### src/rtl/midi_pkg.sv
// Shared definitions for the MIDI OUT transmitter.
//   MIDI_BAUD          standard MIDI bit rate
//   CH_VOICE_MIN/SYS_MIN/RT_MIN  status byte range boundaries
//   tx_state_e         8N1 serialiser state
//   msg_len()          message length in bytes from the status byte (0 = reject)
package midi_pkg;

    localparam int unsigned MIDI_BAUD    = 31_250;
    localparam logic [7:0]  CH_VOICE_MIN = 8'h80;
    localparam logic [7:0]  SYS_MIN      = 8'hF0;
    localparam logic [7:0]  RT_MIN       = 8'hF8;

    typedef enum logic [1:0] {IDLE, START, DATA, STOP} tx_state_e;

    // Channel voice 8x..Ex carry 1 or 2 data bytes; realtime F8..FF is status only.
    // F0..F7 (sysex / system common) is not supported and is rejected.
    function automatic logic [1:0] msg_len(input logic [7:0] status);
        logic [1:0] len;
        if (status < CH_VOICE_MIN) begin
            len = 2'd0;
        end else if (status >= RT_MIN) begin
            len = 2'd1;
        end else if (status >= SYS_MIN) begin
            len = 2'd0;
        end else if (status[7:4] == 4'hC || status[7:4] == 4'hD) begin
            len = 2'd2;
        end else begin
            len = 2'd3;
        end
        return len;
    endfunction

endpackage

### src/rtl/midi_byte_ser.sv
// 8N1 byte serialiser with its own baud counter.
//   clk_i   system clock (rising edge)
//   rst_ni  synchronous active-low reset
//   load_i  start a new byte; taken in IDLE or on the last cycle of STOP
//   byte_i  byte to send, LSB first
//   done_o  high on the last cycle of the STOP bit
//   idle_o  serialiser in IDLE
//   line_o  serial line, idle high
module midi_byte_ser
    import midi_pkg::*;
#(
    parameter int unsigned BIT_CYCLES = 320
) (
    input  logic       clk_i,
    input  logic       rst_ni,
    input  logic       load_i,
    input  logic [7:0] byte_i,
    output logic       done_o,
    output logic       idle_o,
    output logic       line_o
);

    localparam int unsigned      CNT_W    = (BIT_CYCLES > 1) ? $clog2(BIT_CYCLES) : 1;
    localparam logic [CNT_W-1:0] CNT_LAST = CNT_W'(BIT_CYCLES - 1);

    tx_state_e        state_q, state_d;
    logic [CNT_W-1:0] cnt_q, cnt_d;
    logic [2:0]       bit_q, bit_d;
    logic [7:0]       shift_q, shift_d;
    logic             term;

    assign term = (cnt_q == CNT_LAST);

    always_comb begin
        state_d = state_q;
        cnt_d   = cnt_q;
        bit_d   = bit_q;
        shift_d = shift_q;
        done_o  = 1'b0;
        unique case (state_q)
            IDLE: begin
                if (load_i) begin
                    state_d = START;
                    cnt_d   = '0;
                    shift_d = byte_i;
                end
            end
            START: begin
                if (term) begin
                    state_d = DATA;
                    cnt_d   = '0;
                    bit_d   = 3'd0;
                end else begin
                    cnt_d = cnt_q + 1'b1;
                end
            end
            DATA: begin
                if (term) begin
                    cnt_d   = '0;
                    shift_d = {1'b0, shift_q[7:1]};
                    if (bit_q == 3'd7) begin
                        state_d = STOP;
                    end else begin
                        bit_d = bit_q + 3'd1;
                    end
                end else begin
                    cnt_d = cnt_q + 1'b1;
                end
            end
            STOP: begin
                if (term) begin
                    done_o = 1'b1;
                    cnt_d  = '0;
                    // Chain straight into the next START so bytes go out back-to-back.
                    if (load_i) begin
                        state_d = START;
                        shift_d = byte_i;
                    end else begin
                        state_d = IDLE;
                    end
                end else begin
                    cnt_d = cnt_q + 1'b1;
                end
            end
            default: state_d = IDLE;
        endcase
    end

    always_ff @(posedge clk_i) begin
        if (!rst_ni) begin
            state_q <= IDLE;
            cnt_q   <= '0;
            bit_q   <= 3'd0;
            shift_q <= 8'h00;
        end else begin
            state_q <= state_d;
            cnt_q   <= cnt_d;
            bit_q   <= bit_d;
            shift_q <= shift_d;
        end
    end

    assign idle_o = (state_q == IDLE);
    assign line_o = (state_q == START) ? 1'b0 :
                    (state_q == DATA)  ? shift_q[0] : 1'b1;

endmodule

### src/rtl/midi_tx.sv
// MIDI OUT transmitter: takes one message (status + up to two data bytes) per valid/ready
// handshake and sends it as 8N1 frames at BAUD.
//   clock, reset            system clock; synchronous active-low reset
//   io_en                   accept new messages when high
//   io_msg_valid/ready      message handshake
//   io_status/data1/data2   message fields, latched on transfer
//   io_midi_out             serial line, idle high
//   io_busy                 message being shifted
//   io_err                  one-cycle pulse after a rejected message
// Optional feature: define MIDI_RUNNING_STATUS_EN to omit a repeated channel-voice status byte.
module midi_tx
    import midi_pkg::*;
#(
    parameter int unsigned CLK_FREQ = 10_000_000,
    parameter int unsigned BAUD     = MIDI_BAUD
) (
    input  logic       clock,
    input  logic       reset,
    input  logic       io_en,
    input  logic       io_msg_valid,
    output logic       io_msg_ready,
    input  logic [7:0] io_status,
    input  logic [6:0] io_data1,
    input  logic [6:0] io_data2,
    output logic       io_midi_out,
    output logic       io_busy,
    output logic       io_err
);

    localparam int unsigned BIT_CYCLES = CLK_FREQ / BAUD;

    logic            ser_load, ser_done, ser_idle;
    logic [7:0]      ser_byte;
    logic [1:0]      len;
    logic            xfer, accept, reject, skip_status;
    logic [1:0]      rem_q, rem_d;
    logic [1:0][7:0] nxt_q, nxt_d;
    logic            err_q;

    assign len          = msg_len(io_status);
    assign io_msg_ready = reset && io_en && ser_idle;
    assign xfer         = io_msg_valid && io_msg_ready;
    assign accept       = xfer && (len != 2'd0);
    assign reject       = xfer && (len == 2'd0);

`ifdef MIDI_RUNNING_STATUS_EN
    // Last channel-voice status sent; 0 never matches a legal status.
    logic [7:0] rs_q, rs_d;

    assign skip_status = (len >= 2'd2) && (io_status == rs_q);

    always_comb begin
        rs_d = rs_q;
        if (accept && len >= 2'd2) begin
            rs_d = io_status;
        end
    end

    always_ff @(posedge clock) begin
        if (!reset) begin
            rs_q <= 8'h00;
        end else begin
            rs_q <= rs_d;
        end
    end
`else
    assign skip_status = 1'b0;
`endif

    // First byte goes straight to the serialiser; the rest wait in nxt_q.
    always_comb begin
        ser_load = 1'b0;
        ser_byte = 8'h00;
        rem_d    = rem_q;
        nxt_d    = nxt_q;
        if (accept) begin
            ser_load = 1'b1;
            if (skip_status) begin
                ser_byte = {1'b0, io_data1};
                nxt_d[0] = {1'b0, io_data2};
            end else begin
                ser_byte = io_status;
                nxt_d[0] = {1'b0, io_data1};
            end
            nxt_d[1] = {1'b0, io_data2};
            rem_d    = len - 2'd1 - {1'b0, skip_status};
        end else if (ser_done && rem_q != 2'd0) begin
            ser_load = 1'b1;
            ser_byte = nxt_q[0];
            nxt_d[0] = nxt_q[1];
            rem_d    = rem_q - 2'd1;
        end
    end

    always_ff @(posedge clock) begin
        if (!reset) begin
            rem_q <= 2'd0;
            nxt_q <= '0;
            err_q <= 1'b0;
        end else begin
            rem_q <= rem_d;
            nxt_q <= nxt_d;
            err_q <= reject;
        end
    end

    midi_byte_ser #(
        .BIT_CYCLES(BIT_CYCLES)
    ) u_ser (
        .clk_i (clock),
        .rst_ni(reset),
        .load_i(ser_load),
        .byte_i(ser_byte),
        .done_o(ser_done),
        .idle_o(ser_idle),
        .line_o(io_midi_out)
    );

    assign io_busy = !ser_idle;
    assign io_err  = err_q;

endmodule

### config.mk
export PLATFORM = sky130hd
export DESIGN_NAME = midi_tx
export DESIGN_NICKNAME = d
export VERILOG_FILES = /design/src/rtl/midi_pkg.sv /design/src/rtl/midi_byte_ser.sv /design/src/rtl/midi_tx.sv
export SDC_FILE = /design/constraint.sdc
export NUM_CORES = 1
export LEC_CHECK = 0
export CAP_MARGIN = 20
export CORE_ASPECT_RATIO = 1.25
export CORE_MARGIN = 8
export CORE_UTILIZATION = 55
export CTS_BUF_LIST = sky130_fd_sc_hd__clkbuf_16
export CTS_CLUSTER_SIZE = 40
export DETAILED_ROUTE_END_ITERATION = 12
export PLACE_DENSITY_LB_ADDON = 0.08
export SLEW_MARGIN = 20
export SYNTH_ARGS = -nofsm -noshare
export SYNTH_HDL_FRONTEND = slang
export SYNTH_SLANG_ARGS = --single-unit
### constraint.sdc
create_clock -name clock -period 5.7 [get_ports clock]
set_input_delay 1.14 -clock clock [delete_from_list [all_inputs] [get_ports clock]]
set_output_delay 1.14 -clock clock [all_outputs]
set_load 0.03 [all_outputs]
==> flow_summary.json <==
{
  "status": "finished clean",
  "synth_warnings": 0,
  "clock_path_buffers": 2,
  "finalNetCount": 316,
  "tightest_slew_ns": 1.02,
  "yosys.area.top_type": "dfxtp_1",
  "core_um2": 3750,
  "hpwl_um": 3390,
  "worstSkewPairLatency_ns": 0.28,
  "initial_utilization_pct": 56.9,
  "ctsHtreeMaxLevel": 2,
  "cts_buffers": 5,
  "first_pass_iters": 4,
  "ctsResizeCount": 0,
  "worstSetupPathType": "input pin to output port",
  "remaining_drc_errors": 0,
  "antenna_found_initial": 0,
  "register_area_um2": 781,
  "synthFlopType": "dfxtp_1",
  "cts.sinks": 39,
  "postSynthCellCount": 260,
  "routedWlPerCell_um": 15.2,
  "holdCritStartpoint": "nxt_q[13]",
  "ys_top_cells_by_area": "dfxtp_1 37%, mux2i_1 8.0%, nand2_1 7.4%",
  "die_area_um2": 6150,
  "synth_edf_count": 0,
  "power_w": 0.000814,
  "syn_nets": 294,
  "clk_pin_slew_ns": 0.06,
  "slew_violations": 0,
  "io_pins": 30,
  "fin_cells": 323,
  "rsz0062_at_grt": "no",
  "cts_tree": "yes",
  "setup-tns-final_ns": 0,
  "yosysMostFrequentCell": "nand2_1",
  "place_inst": 315,
  "wl_um": 4910,
  "p_leak_nw": 0.901,
  "grtUsageTotal_pct": 16.2,
  "hp-class": "register to register",
  "hold_ws_ns": 0.455,
  "relSlewSlack_pct": 31.8,
  "reg2reg_slack_ns": 2.83,
  "synth_seq_area_share_pct": 36.6,
  "fill_cells": 334,
  "postCtsHoldBufs": 0,
  "synth_area_per_cell_um2": 8.21,
  "skew_ns": 0.00444,
  "gp_congestion": 0.782,
  "grt_pass1_wl_um": 8080,
  "setup_viol": 0,
  "end_kind": "output port",
  "drt-initial-drc-count": 116,
  "finalCritPeriodShare_pct": 66.9,
  "port-buffer-count": 29,
  "synth_top_cells_by_count": "42 x nand2_1, 39 x dfxtp_1, 22 x a21oi_1",
  "drive_gt1_share_pct": 7.07,
  "cp-startpoint": "reset",
  "syn_to_final_growth_pct": 19.9,
  "max_cap_violations": 0,
  "crit_arrival_ns": 2.67,
  "worst-r2r-cell-count": 7,
  "die_w_um": 71.7,
  "holdPathStages": 2,
  "clock.fmax_mhz": 262,
  "multi_input_area_um2": 1250,
  "cts_setup_buffers": 0,
  "worstPathRequired_ns": 4.56,
  "die_y_um": 85.7,
  "root_buffer": "clkbuf_16",
  "antenna_cells": 0,
  "cp-start-kind": "input pin",
  "grt_max_degree": 32,
  "grt_pass1_vias": 1756,
  "ir_drop_mv": 0.233,
  "syn-cell-area_um2": 2140,
  "ys_seq_elements": 39,
  "num_vias": 1869,
  "async_flop_share_pct": 0,
  "ys_types": 44,
  "drt-vias-per-instance": 5.79,
  "rows": 25,
  "regToRegStartpoint": "u_ser.state_q[0]",
  "regToRegEndpoint": "u_ser.shift_q[3]",
  "synth.top_cell.area_share_pct": 36.6,
  "final_antenna_net_count": 0,
  "overflow": 0,
  "final.min_clock_period_ns": 3.81,
  "hold_viol": 0,
  "crit_path_max_fanout": 21,
  "pwr_density_cell_nw_per_um2": 318,
  "crit_path_end": "io_msg_ready"
}
## cell type report
class / count / area share [%]
Tap cell: 40 / 1.95
Inverter: 8 / 1.17
Multi-Input combinational cell: 197 / 48.9
Sequential cell: 39 / 30.5
Clock inverter: 3 / 0.635
Timing Repair Buffer: 31 / 11.9
Clock buffer: 5 / 4.89
## metrics by stage
stage	utilization, %	setup slack (ns)	instance area (µm²)
floorplan	-	2.82	2140
global placement	64.5	1.89	2420
detailed placement	64.5	1.88	2420
CTS	68.2	1.88	2560
global route	68.2	1.85	2560
finish	68.2	1.89	2560
## cells in the final DEF, fill, tap and decap left out, drive strengths merged, types with 2 or more instances in the layout
| cell | instances |
|---|---|
| a211oi | 8 |
| a21oi | 22 |
| a311oi | 2 |
| a31oi | 10 |
| and3 | 6 |
| buf | 2 |
| clkbuf | 5 |
| clkdlybuf4s50 | 29 |
| dfxtp | 39 |
| ha | 8 |
| inv | 9 |
| mux2i | 17 |
| nand2 | 42 |
| nand2b | 8 |
| nand3 | 7 |
| nand4 | 6 |
| nand4b | 2 |
| nor2 | 17 |
| nor2b | 6 |
| nor3 | 9 |
| o21a | 2 |
| o21ai | 9 |
| or4 | 2 |
## worst min-delay path by stage
stage,to,slack [ns]
4_1_cts,nxt_q[12],0.46
6_report,nxt_q[13],0.46
3_5_place_dp,nxt_q[12],0.45
5_1_grt,nxt_q[11],0.48
3_3_place_gp,nxt_q[9],0.44
2_1_floorplan,u_ser.cnt_q[8],0.42
## cells by family after synthesis
group	after synthesis	synth area share, %
adders and majority gates	8	4.69
AOI/OAI and AO/OA	60	17.7
buffers and inverters	24	4.74
muxes	18	8.49
and+or+nand+nor	111	27.8
DFF	39	36.6
## registers in the layout, indices dropped and copies added (netlist names)
signal and flops:
u_ser.state_q 2, nxt_q 14, u_ser.bit_q 3, io_err 1, rem_q 2, u_ser.shift_q 8
u_ser.cnt_q 9
## metal layers
metal / up-vias / global-route usage (%) / part of all wire [%]
li1: 973 / - / -
met3: 4 / 4.67 / 2.9
met5: - / 0 / 0
met2: 22 / 28.0 / 51
met1: 870 / 18.9 / 45
met4: 0 / 3.91 / 0.86
## report_power, final
group	total [W]	leakage [nW]	switching (W)	internal, W
registers	0.000302	0.315	0.0000133	0.000288
logic	0.000246	0.514	0.000151	0.0000948
clock network	0.000266	0.0710	0.000107	0.000159
## worst max-delay path: stages
cell and delay [ns]:
clkdlybuf4s50_1 0.46, buf_4 0.23, and3_1 0.18, clkdlybuf4s50_1 0.66
(Power assumes the default switching activity.)
